## config.mk

```make
export PLATFORM = sky130hd
export DESIGN_NAME = miller_decoder
export DESIGN_NICKNAME = d
export VERILOG_FILES = /design/src/rtl/miller_decoder.sv
export SDC_FILE = /design/constraint.sdc
export NUM_CORES = 1
export LEC_CHECK = 0
export ABC_AREA = 1
export CORE_MARGIN = 2
export CORE_UTILIZATION = 55
export DETAILED_ROUTE_END_ITERATION = 8
export HOLD_SLACK_MARGIN = 0.02
export PLACE_DENSITY = 0.74
export SLEW_MARGIN = 5
export SYNTH_ARGS = -nofsm -noshare
export SYNTH_HDL_FRONTEND = slang
export SYNTH_SLANG_ARGS = --single-unit
export TNS_END_PERCENT = 10
```

## constraint.sdc

```tcl
create_clock -name clk -period 7.15 [get_ports clk]
set_clock_uncertainty 0.05 [all_clocks]
set_input_delay 1.0725 -clock clk [delete_from_list [all_inputs] [get_ports clk]]
set_output_delay 1.0725 -clock clk [all_outputs]
set_load 0.03 [all_outputs]
```

## src/rtl/miller_decoder.sv

```systemverilog
// Miller (delay-modulation) line decoder.
// Oversamples the raw line, times the intervals between transitions and
// turns them into an NRZ bit stream with a one-cycle valid strobe, plus
// lock, illegal-interval and end-of-frame status.
module miller_decoder #(
  parameter int HALF_CYCLES = 8,  // clk cycles per half-bit period
  parameter int TOL         = 2,  // +/- cycles accepted per interval class
  parameter int SYNC_LEN    = 4,  // 2-half-bit intervals needed before lock
  parameter int CNT_W       = 8   // interval counter width
) (
  input  logic clk,
  input  logic rst,
  input  logic enable,
  input  logic rf_in,
  output logic dout,
  output logic dout_valid,
  output logic locked,
  output logic err,
  output logic frame_end
);

  localparam int E_W     = CNT_W + 1;
  localparam int SYNC_W  = $clog2(SYNC_LEN + 1);
  localparam int TIMEOUT = 4 * HALF_CYCLES + TOL + 1;

  // Interval window bounds, in elapsed cycles.
  localparam logic [E_W-1:0] LO2 = E_W'(2 * HALF_CYCLES - TOL);
  localparam logic [E_W-1:0] HI2 = E_W'(2 * HALF_CYCLES + TOL);
  localparam logic [E_W-1:0] LO3 = E_W'(3 * HALF_CYCLES - TOL);
  localparam logic [E_W-1:0] HI3 = E_W'(3 * HALF_CYCLES + TOL);
  localparam logic [E_W-1:0] LO4 = E_W'(4 * HALF_CYCLES - TOL);
  localparam logic [E_W-1:0] HI4 = E_W'(4 * HALF_CYCLES + TOL);
  localparam logic [E_W-1:0] TIMEOUT_E = E_W'(TIMEOUT);
  localparam logic [SYNC_W-1:0] SYNC_MAX = SYNC_W'(SYNC_LEN);

  typedef enum logic [1:0] {
    S_HUNT,
    S_LOCK_MID,  // last edge was at mid-bit
    S_LOCK_BND   // last edge was at a bit boundary (that bit already emitted)
  } state_t;

  typedef enum logic [1:0] {
    C_ILLEGAL,
    C_TWO,
    C_THREE,
    C_FOUR
  } iclass_t;

  // Front end: synchronizer, edge detector, interval counter.
  logic             sync1_q, sync1_d;
  logic             sync2_q, sync2_d;
  logic             prev_q, prev_d;
  logic             edge_q, edge_d;
  logic [CNT_W-1:0] cnt_q, cnt_d;

  // Decoder state and registered outputs.
  state_t            state_q, state_d;
  logic [SYNC_W-1:0] sync_cnt_q, sync_cnt_d;
  logic              pend_q, pend_d;          // second bit of a pair waiting
  logic              pend_bit_q, pend_bit_d;
  logic              dout_q, dout_d;
  logic              dout_valid_q, dout_valid_d;
  logic              err_q, err_d;
  logic              frame_end_q, frame_end_d;

  logic [E_W-1:0] elapsed;
  iclass_t        iclass;

  function automatic iclass_t classify(input logic [E_W-1:0] c);
    if (c >= LO2 && c <= HI2)      return C_TWO;
    else if (c >= LO3 && c <= HI3) return C_THREE;
    else if (c >= LO4 && c <= HI4) return C_FOUR;
    else                           return C_ILLEGAL;
  endfunction

  // Elapsed cycles since the previous edge, counting the current edge cycle.
  assign elapsed = {1'b0, cnt_q} + E_W'(1);
  assign iclass  = classify(elapsed);

  // Front-end next-state: sync chain, any-polarity edge, saturating counter.
  always_comb begin
    sync1_d = rf_in;
    sync2_d = sync1_q;
    prev_d  = sync2_q;
    edge_d  = sync2_q ^ prev_q;
    if (edge_q)           cnt_d = '0;
    else if (cnt_q == '1) cnt_d = cnt_q;
    else                  cnt_d = cnt_q + CNT_W'(1);
  end

  // Decoder next-state and output computation.
  always_comb begin
    // NOTE: every variable gets a default first so no path leaves it unassigned (no latches).
    state_d      = state_q;
    sync_cnt_d   = sync_cnt_q;
    pend_d       = 1'b0;
    pend_bit_d   = pend_bit_q;
    dout_d       = 1'b0;
    dout_valid_d = 1'b0;
    err_d        = 1'b0;
    frame_end_d  = 1'b0;

    if (!enable) begin
      state_d    = S_HUNT;
      sync_cnt_d = '0;
    end else begin
      if (pend_q) begin
        dout_valid_d = 1'b1;
        dout_d       = pend_bit_q;
      end

      unique case (state_q)
        S_HUNT: begin
          if (edge_q) begin
            unique case (iclass)
              C_TWO:   if (sync_cnt_q != SYNC_MAX) sync_cnt_d = sync_cnt_q + SYNC_W'(1);
              C_THREE: begin
                // The 3-half-bit interval after the preamble is the start bit.
                if (sync_cnt_q >= SYNC_MAX) state_d = S_LOCK_MID;
                sync_cnt_d = '0;
              end
              default: sync_cnt_d = '0;
            endcase
          end
        end

        S_LOCK_MID: begin
          if (edge_q) begin
            unique case (iclass)
              C_TWO: begin
                dout_valid_d = 1'b1;
                dout_d       = 1'b1;
              end
              C_THREE: begin
                dout_valid_d = 1'b1;
                dout_d       = 1'b0;
                pend_d       = 1'b1;
                pend_bit_d   = 1'b0;
                state_d      = S_LOCK_BND;
              end
              C_FOUR: begin
                dout_valid_d = 1'b1;
                dout_d       = 1'b0;
                pend_d       = 1'b1;
                pend_bit_d   = 1'b1;
              end
              default: begin
                err_d      = 1'b1;
                state_d    = S_HUNT;
                sync_cnt_d = '0;
              end
            endcase
          end else if (elapsed == TIMEOUT_E) begin
            frame_end_d = 1'b1;
            state_d     = S_HUNT;
            sync_cnt_d  = '0;
          end
        end

        S_LOCK_BND: begin
          if (edge_q) begin
            unique case (iclass)
              C_TWO: begin
                dout_valid_d = 1'b1;
                dout_d       = 1'b0;
              end
              C_THREE: begin
                dout_valid_d = 1'b1;
                dout_d       = 1'b1;
                state_d      = S_LOCK_MID;
              end
              default: begin
                err_d      = 1'b1;
                state_d    = S_HUNT;
                sync_cnt_d = '0;
              end
            endcase
          end else if (elapsed == TIMEOUT_E) begin
            frame_end_d = 1'b1;
            state_d     = S_HUNT;
            sync_cnt_d  = '0;
          end
        end

        default: begin
          state_d    = S_HUNT;
          sync_cnt_d = '0;
        end
      endcase
    end
  end

  // State registers with asynchronous reset.
  always_ff @(posedge clk or posedge rst) begin
    if (rst) begin
      sync1_q      <= 1'b0;
      sync2_q      <= 1'b0;
      prev_q       <= 1'b0;
      edge_q       <= 1'b0;
      cnt_q        <= '0;
      state_q      <= S_HUNT;
      sync_cnt_q   <= '0;
      pend_q       <= 1'b0;
      pend_bit_q   <= 1'b0;
      dout_q       <= 1'b0;
      dout_valid_q <= 1'b0;
      err_q        <= 1'b0;
      frame_end_q  <= 1'b0;
    end else begin
      // NOTE: non-blocking assignments so every flop samples pre-edge values.
      sync1_q      <= sync1_d;
      sync2_q      <= sync2_d;
      prev_q       <= prev_d;
      edge_q       <= edge_d;
      cnt_q        <= cnt_d;
      state_q      <= state_d;
      sync_cnt_q   <= sync_cnt_d;
      pend_q       <= pend_d;
      pend_bit_q   <= pend_bit_d;
      dout_q       <= dout_d;
      dout_valid_q <= dout_valid_d;
      err_q        <= err_d;
      frame_end_q  <= frame_end_d;
    end
  end

  assign dout       = dout_q;
  assign dout_valid = dout_valid_q;
  assign err        = err_q;
  assign frame_end  = frame_end_q;
  assign locked     = (state_q != S_HUNT);

endmodule
```

; Yosys cells after proc, flatten, opt, wreduce, memory -nomap -nowiden
; Index checks and enable logic that the tools add are counted.
[totals]
regBits = 23
inputBits = 4
out_inout_bits = 5
[op_classes]
n_addsub = 3
magnitude_cmp = 7
eq_ne = 17
n_mux = 54
bitwise_logic = 1
n_reduce_logical = 14
[op_table]
columns = cell, count
row1 = 3-bit two-way mux, 9
row2 = 1-bit two-way mux, 23
row3 = 2-bit two-way mux, 10
row4 = 4-bit inequality test (second input constant), 5
row5 = 9-bit by 5-bit greater-or-equal comparator with 1-bit output (second input constant), 2
row6 = 9-bit by 5-bit <= comparator with 1-bit output (second input constant), 2
row7 = 8-bit two-way mux, 2
row8 = 3-bit inequality test (second input constant), 4
row9 = 1-bit one-hot mux with 2 select lines, 6
row10 = 8-bit by 1-bit adder with 9-bit output (second input constant), 1
row11 = 9-bit by 6-bit equality test with 1-bit output (second input constant), 1
row12 = 9-bit by 4-bit greater-or-equal comparator with 1-bit output (second input constant), 1
row13 = 9-bit by 6-bit <= comparator with 1-bit output (second input constant), 1
row14 = 3-bit one-hot mux with 3 select lines, 1
row15 = 8-bit by 1-bit adder with 8-bit output (second input constant), 1
row16 = 8-bit equality test (second input constant), 1
row17 = 2-bit one-hot mux with 2 select lines, 2
row18 = 4-bit AND reduction, 2
row19 = 2-bit OR reduction, 4
row20 = 2-bit equality test (second input constant), 3
row21 = 2-bit one-hot mux with 3 select lines, 1
row22 = 5-bit AND reduction, 1
row23 = 2-bit by 1-bit equality test with 1-bit output (second input constant), 2
row24 = 2-bit nonzero test, 2
row25 = other kinds (7), 9

; Depth between registers and ports, before layout
[depth]
word_depth = 12
mapped_depth = 19
ltp_nobuf = 18

; Least setup slack after synthesis
; OpenSTA, ideal clock, no wires.
[synth_timing]
path_kind = register to register
startpoint = register cnt_q[0]
endpoint = register sync_cnt_q[0]
setup_ns = 0.117
arrival_ns = 2.397
required_ns = 6.983
setup_slack_ns = 4.586
path_stages_with_launch = 16
path_buffers = 0
path_cell_list = dfrtp_1 ha_1 nand3_2 nand2_1 nand2_2 o311ai_0 nand2_1 ha_1 nand2_1 o22ai_1 a21oi_1 nand2_2 nor2_4 inv_2 nand2_1 nand2_1
[synth_via]
elab_chain_len = 11
[synth_rtl]
columns = element, line
row1 = from (decl), 54  ; logic [CNT_W-1:0] cnt_q, cnt_d;
row2 = from (signal assigned), 215  ; cnt_q <= cnt_d;
row3 = 8-bit by 1-bit adder with 9-bit output *, 77  ; assign elapsed = {1'b0, cnt_q} + E_W'(1);
row4 = 9-bit by 5-bit greater-or-equal comparator with 1-bit output / 9-bit by 6-bit <= comparator with 1-bit output (equally long branches), 72  ; else if (c >= LO4 && c <= HI4) return C_FOUR;
row5 = 1-bit logical AND, 72
row6 = 2-bit two-way mux, 72
row7 = 2-bit two-way mux, 71  ; else if (c >= LO3 && c <= HI3) return C_THREE;
row8 = 2-bit two-way mux, 70  ; if (c >= LO2 && c <= HI2) return C_TWO;
row9 = 2-bit by 1-bit equality test with 1-bit output, "115, 129, 162"
row10 = 3-bit two-way mux, 115  ; unique case (iclass)
row11 = 3-bit two-way mux, 114  ; if (edge_q) begin
row12 = 3-bit one-hot mux with 3 select lines, 112  ; unique case (state_q)
row13 = 3-bit two-way mux, 103  ; if (!enable) begin
row14 = to (signal assigned), 217  ; sync_cnt_q <= sync_cnt_d;
row15 = to (decl), 58  ; logic [SYNC_W-1:0] sync_cnt_q, sync_cnt_d;
; Mark *: on every way between the ends. The rest lies on a longest branch, timed or not. The select of a mux whose other input is x is not followed.
; A chain may end at the register's enable or synchronous reset.

; Final worst setup path
[layout_timing]
startpoint = register state_q[0]
endpoint = output port locked
[layout_via]
elab_chain_len = 1
[layout_rtl]
columns = element, line
row1 = from (decl), 57  ; state_t state_q, state_d;
row2 = from (signal assigned), 216  ; state_q <= state_d;
row3 = 2-bit nonzero test, 231  ; assign locked = (state_q != S_HUNT);
row4 = to (decl), 17  ; output logic locked,
; No other way between the ends.

==> results.cfg <==
[logic_synthesis]
syn-cell-area_sq_um = 1710
ys_warn_count = 0
synth_edf_count = 0
synthCells = 234
synth_area_per_cell_sq_um = 7.32
syn_nets = 251
ys_seq_elements = 23
ys_types = 27
synthArstFlopShare_pct = 100
dominantRegCellSynth = dfrtp_1
seq_area_frac_synth_pct = 33.6

[critical_path]
r2r_end = sync_cnt_q[1]
end_kind = output port
timing.rr.start = cnt_q[1]
r2r_slack_ns = 4.28
worstPathMaxFanout = 4
critPathKind = reg -> out
critPathArrivalTime_ns = 1.83
worst-r2r-cell-count = 15
start_kind = flip-flop
crit_required_ns = 6.03

[die]
core_sq_um = 3000
pin_count = 9
rows = 20
initial_core_util_pct = 57.0
die_h_um = 59.8
dieArea_sq_um = 3580
die_w_um = 59.8

[timing]
final.setup.tns_ns = 0
setup_viol = 0
fin_crit_ns = 2.96
slew_headroom_pct = 43.1
drv_slew = 0
min_period_over_period_pct = 41.4
rsz0062_at_grt = false
tightest_slew_ns = 0.852
final_hold_viol_count = 0
setup_slack_ns = 4.19
timing.hold.ws_ns = 0.323
max_clock_freq_mhz = 338

[finish]
final_common_cell = nand2_1
drive_gt1_share_pct = 16.5
nNetsFinal = 261
stdcell_count = 276
area_growth_pct = 7.74
utilization_pct = 61.5
diodes = 0
final_cell_mix = 59 x nand2_1, 35 x inv_1, 23 x dfrtp_1

[placed_design]
place_congestion = 0.854
place_ws_ns = 4.33
portBuffers = 8
hpwl_um = 2540
dp.cells = 272

[route]
detail_route.wl_per_cell_um = 11.8
ant_nets = 0
wirelength_um = 3260
drt-pass1-iter-count = 4
drtIter0Drc = 108
drc = 0
dr_total_vias = 1474
vias_per_cell = 5.34

[status]
outcome = completed

[global_routing]
antenna_found_initial = 0
grtUsageTotal_pct = 21.6
grt_pass1_vias = 1381
grt-ovfl-total = 0
grt_max_degree = 24
grt_pass1_wl_um = 5870

[power]
ir_drop_mv = 0.107
p_int_mw = 0.189
pwr-share-clk_pct = 21.2
power_frac_seq_pct = 50.6
p_leak_nw = 0.918
p_comb_share_pct = 28.2
switching_power_mw = 0.105
sw_frac_of_total_pct = 35.8
power_density_nw_per_um2 = 159

[min_path]
whs_path_depth = 0
min_from = sync1_q
hold_end = prev_d
min_path_type = reg -> reg

[clocking]
ctsHoldBuffers = 0
tritoncts = done
cts_resized = 0
insertion_delay_ns = 0.32
clkTransAtPathRegs_ns = 0.13
numCtsBuffers = 3
htree_levels = 1
cts.path.max_buffers = 2
cts_setup_buffers = 0
root_buffer = clkbuf_4
clock_sinks = 23

[run]
cap_violations = 0
[Yosys cell counts, types with 2 or more instances]
library cell  instances  area, sq um
o21ai_0              13         65.1
nand4_1               4         25.0
inv_1                35          131
inv_2                 4         15.0
a21oi_1              10         50.1
nor2_4                4         45.0
ha_1                 13          163
nand3_1              16         80.1
nand2_2              13         81.3
dfrtp_1              23          576
or2_2                 2         12.5
nor2_1               10         37.5
a21oi_2               3         26.3
nor3_1                4         20.0
xor2_1                2         17.5
clkbuf_1              2         7.51
nand3_2               5         50.1
nand2_1              59          221
nor2_2                4         25.0
[kinds of logic (layout without fill, tap and decap cells)]
logic type	count (synthesis)	count (layout)	share of synthesized area (%)
fa+ha+maj	13	13	9.50
flops	23	23	33.6
xor+xnor	2	2	1.02
buf+inv	42	51	9.64
simple gates	123	123	35.9
compound gates	31	31	10.3
[state kept, by name, indices dropped and copies added (netlist names)]
| register | count |
|---|---|
| cnt_q | 8 |
| sync_cnt_q | 3 |
| state_q | 2 |
| dout | 1 |
| dout_valid | 1 |
| edge_q | 1 |
| err | 1 |
| frame_end | 1 |
| pend_bit_q | 1 |
| pend_q | 1 |
| prev_d | 1 |
| prev_q | 1 |
| sync1_q | 1 |
[power groups by stage]
stage / logic, mW / clock network [mW] / registers (mW)
2_1_floorplan: 0.0621 / 0 / 0.150
3_3_place_gp: 0.0820 / 0 / 0.151
3_5_place_dp: 0.0831 / 0 / 0.151
4_1_cts: 0.0836 / 0.0635 / 0.149
5_1_grt: 0.0945 / 0.0725 / 0.151
6_report: 0.0827 / 0.0622 / 0.149
[layer usage]
metal	track usage, %	up-vias	part of all wire, %
met2	37.3	19	49
met1	27.8	689	47
met5	0	-	0
met4	6.67	0	1.1
met3	3.25	4	2.5
li1	-	762	-
[worst max-delay path, cell delays in order (launching register included)]
cell,delay (ns)
dfrtp_1,0.44
inv_1,0.10
ha_1,0.24
inv_1,0.08
clkdlybuf4s50_1,0.67
[worst max-delay path by stage]
stage	start	endpoint	slack [ns]	cells after the start
2_1_floorplan	cnt_q[0]	sync_cnt_q[0]	4.59	15
3_3_place_gp	cnt_q[0]	sync_cnt_q[1]	4.40	18
3_5_place_dp	cnt_q[1]	sync_cnt_q[1]	4.33	15
4_1_cts	state_q[0]	locked	4.19	4
5_1_grt	cnt_q[1]	sync_cnt_q[1]	4.01	15
6_report	state_q[0]	locked	4.19	4
[per-stage QoR]
stage / total power, mW / instance area, sq um
after global routing: 0.318 / 1850
after floorplan: 0.212 / 1710
after global placement: 0.233 / 1820
after detailed placement: 0.234 / 1820
final: 0.294 / 1850
after CTS: 0.296 / 1850
[cell type report]
| type | instances | area [sq um] |
|---|---|---|
| fillers | 282 | 1160 |
| flip-flops and latches | 23 | 576 |
| well taps | 33 | 41.3 |
| inverters | 39 | 146 |
| clock buffers | 3 | 22.5 |
| repair buffers | 8 | 80.1 |
| clock inverters | 1 | 7.51 |
| multi-input cells | 169 | 972 |
Power figures use the tool's default switching activity.
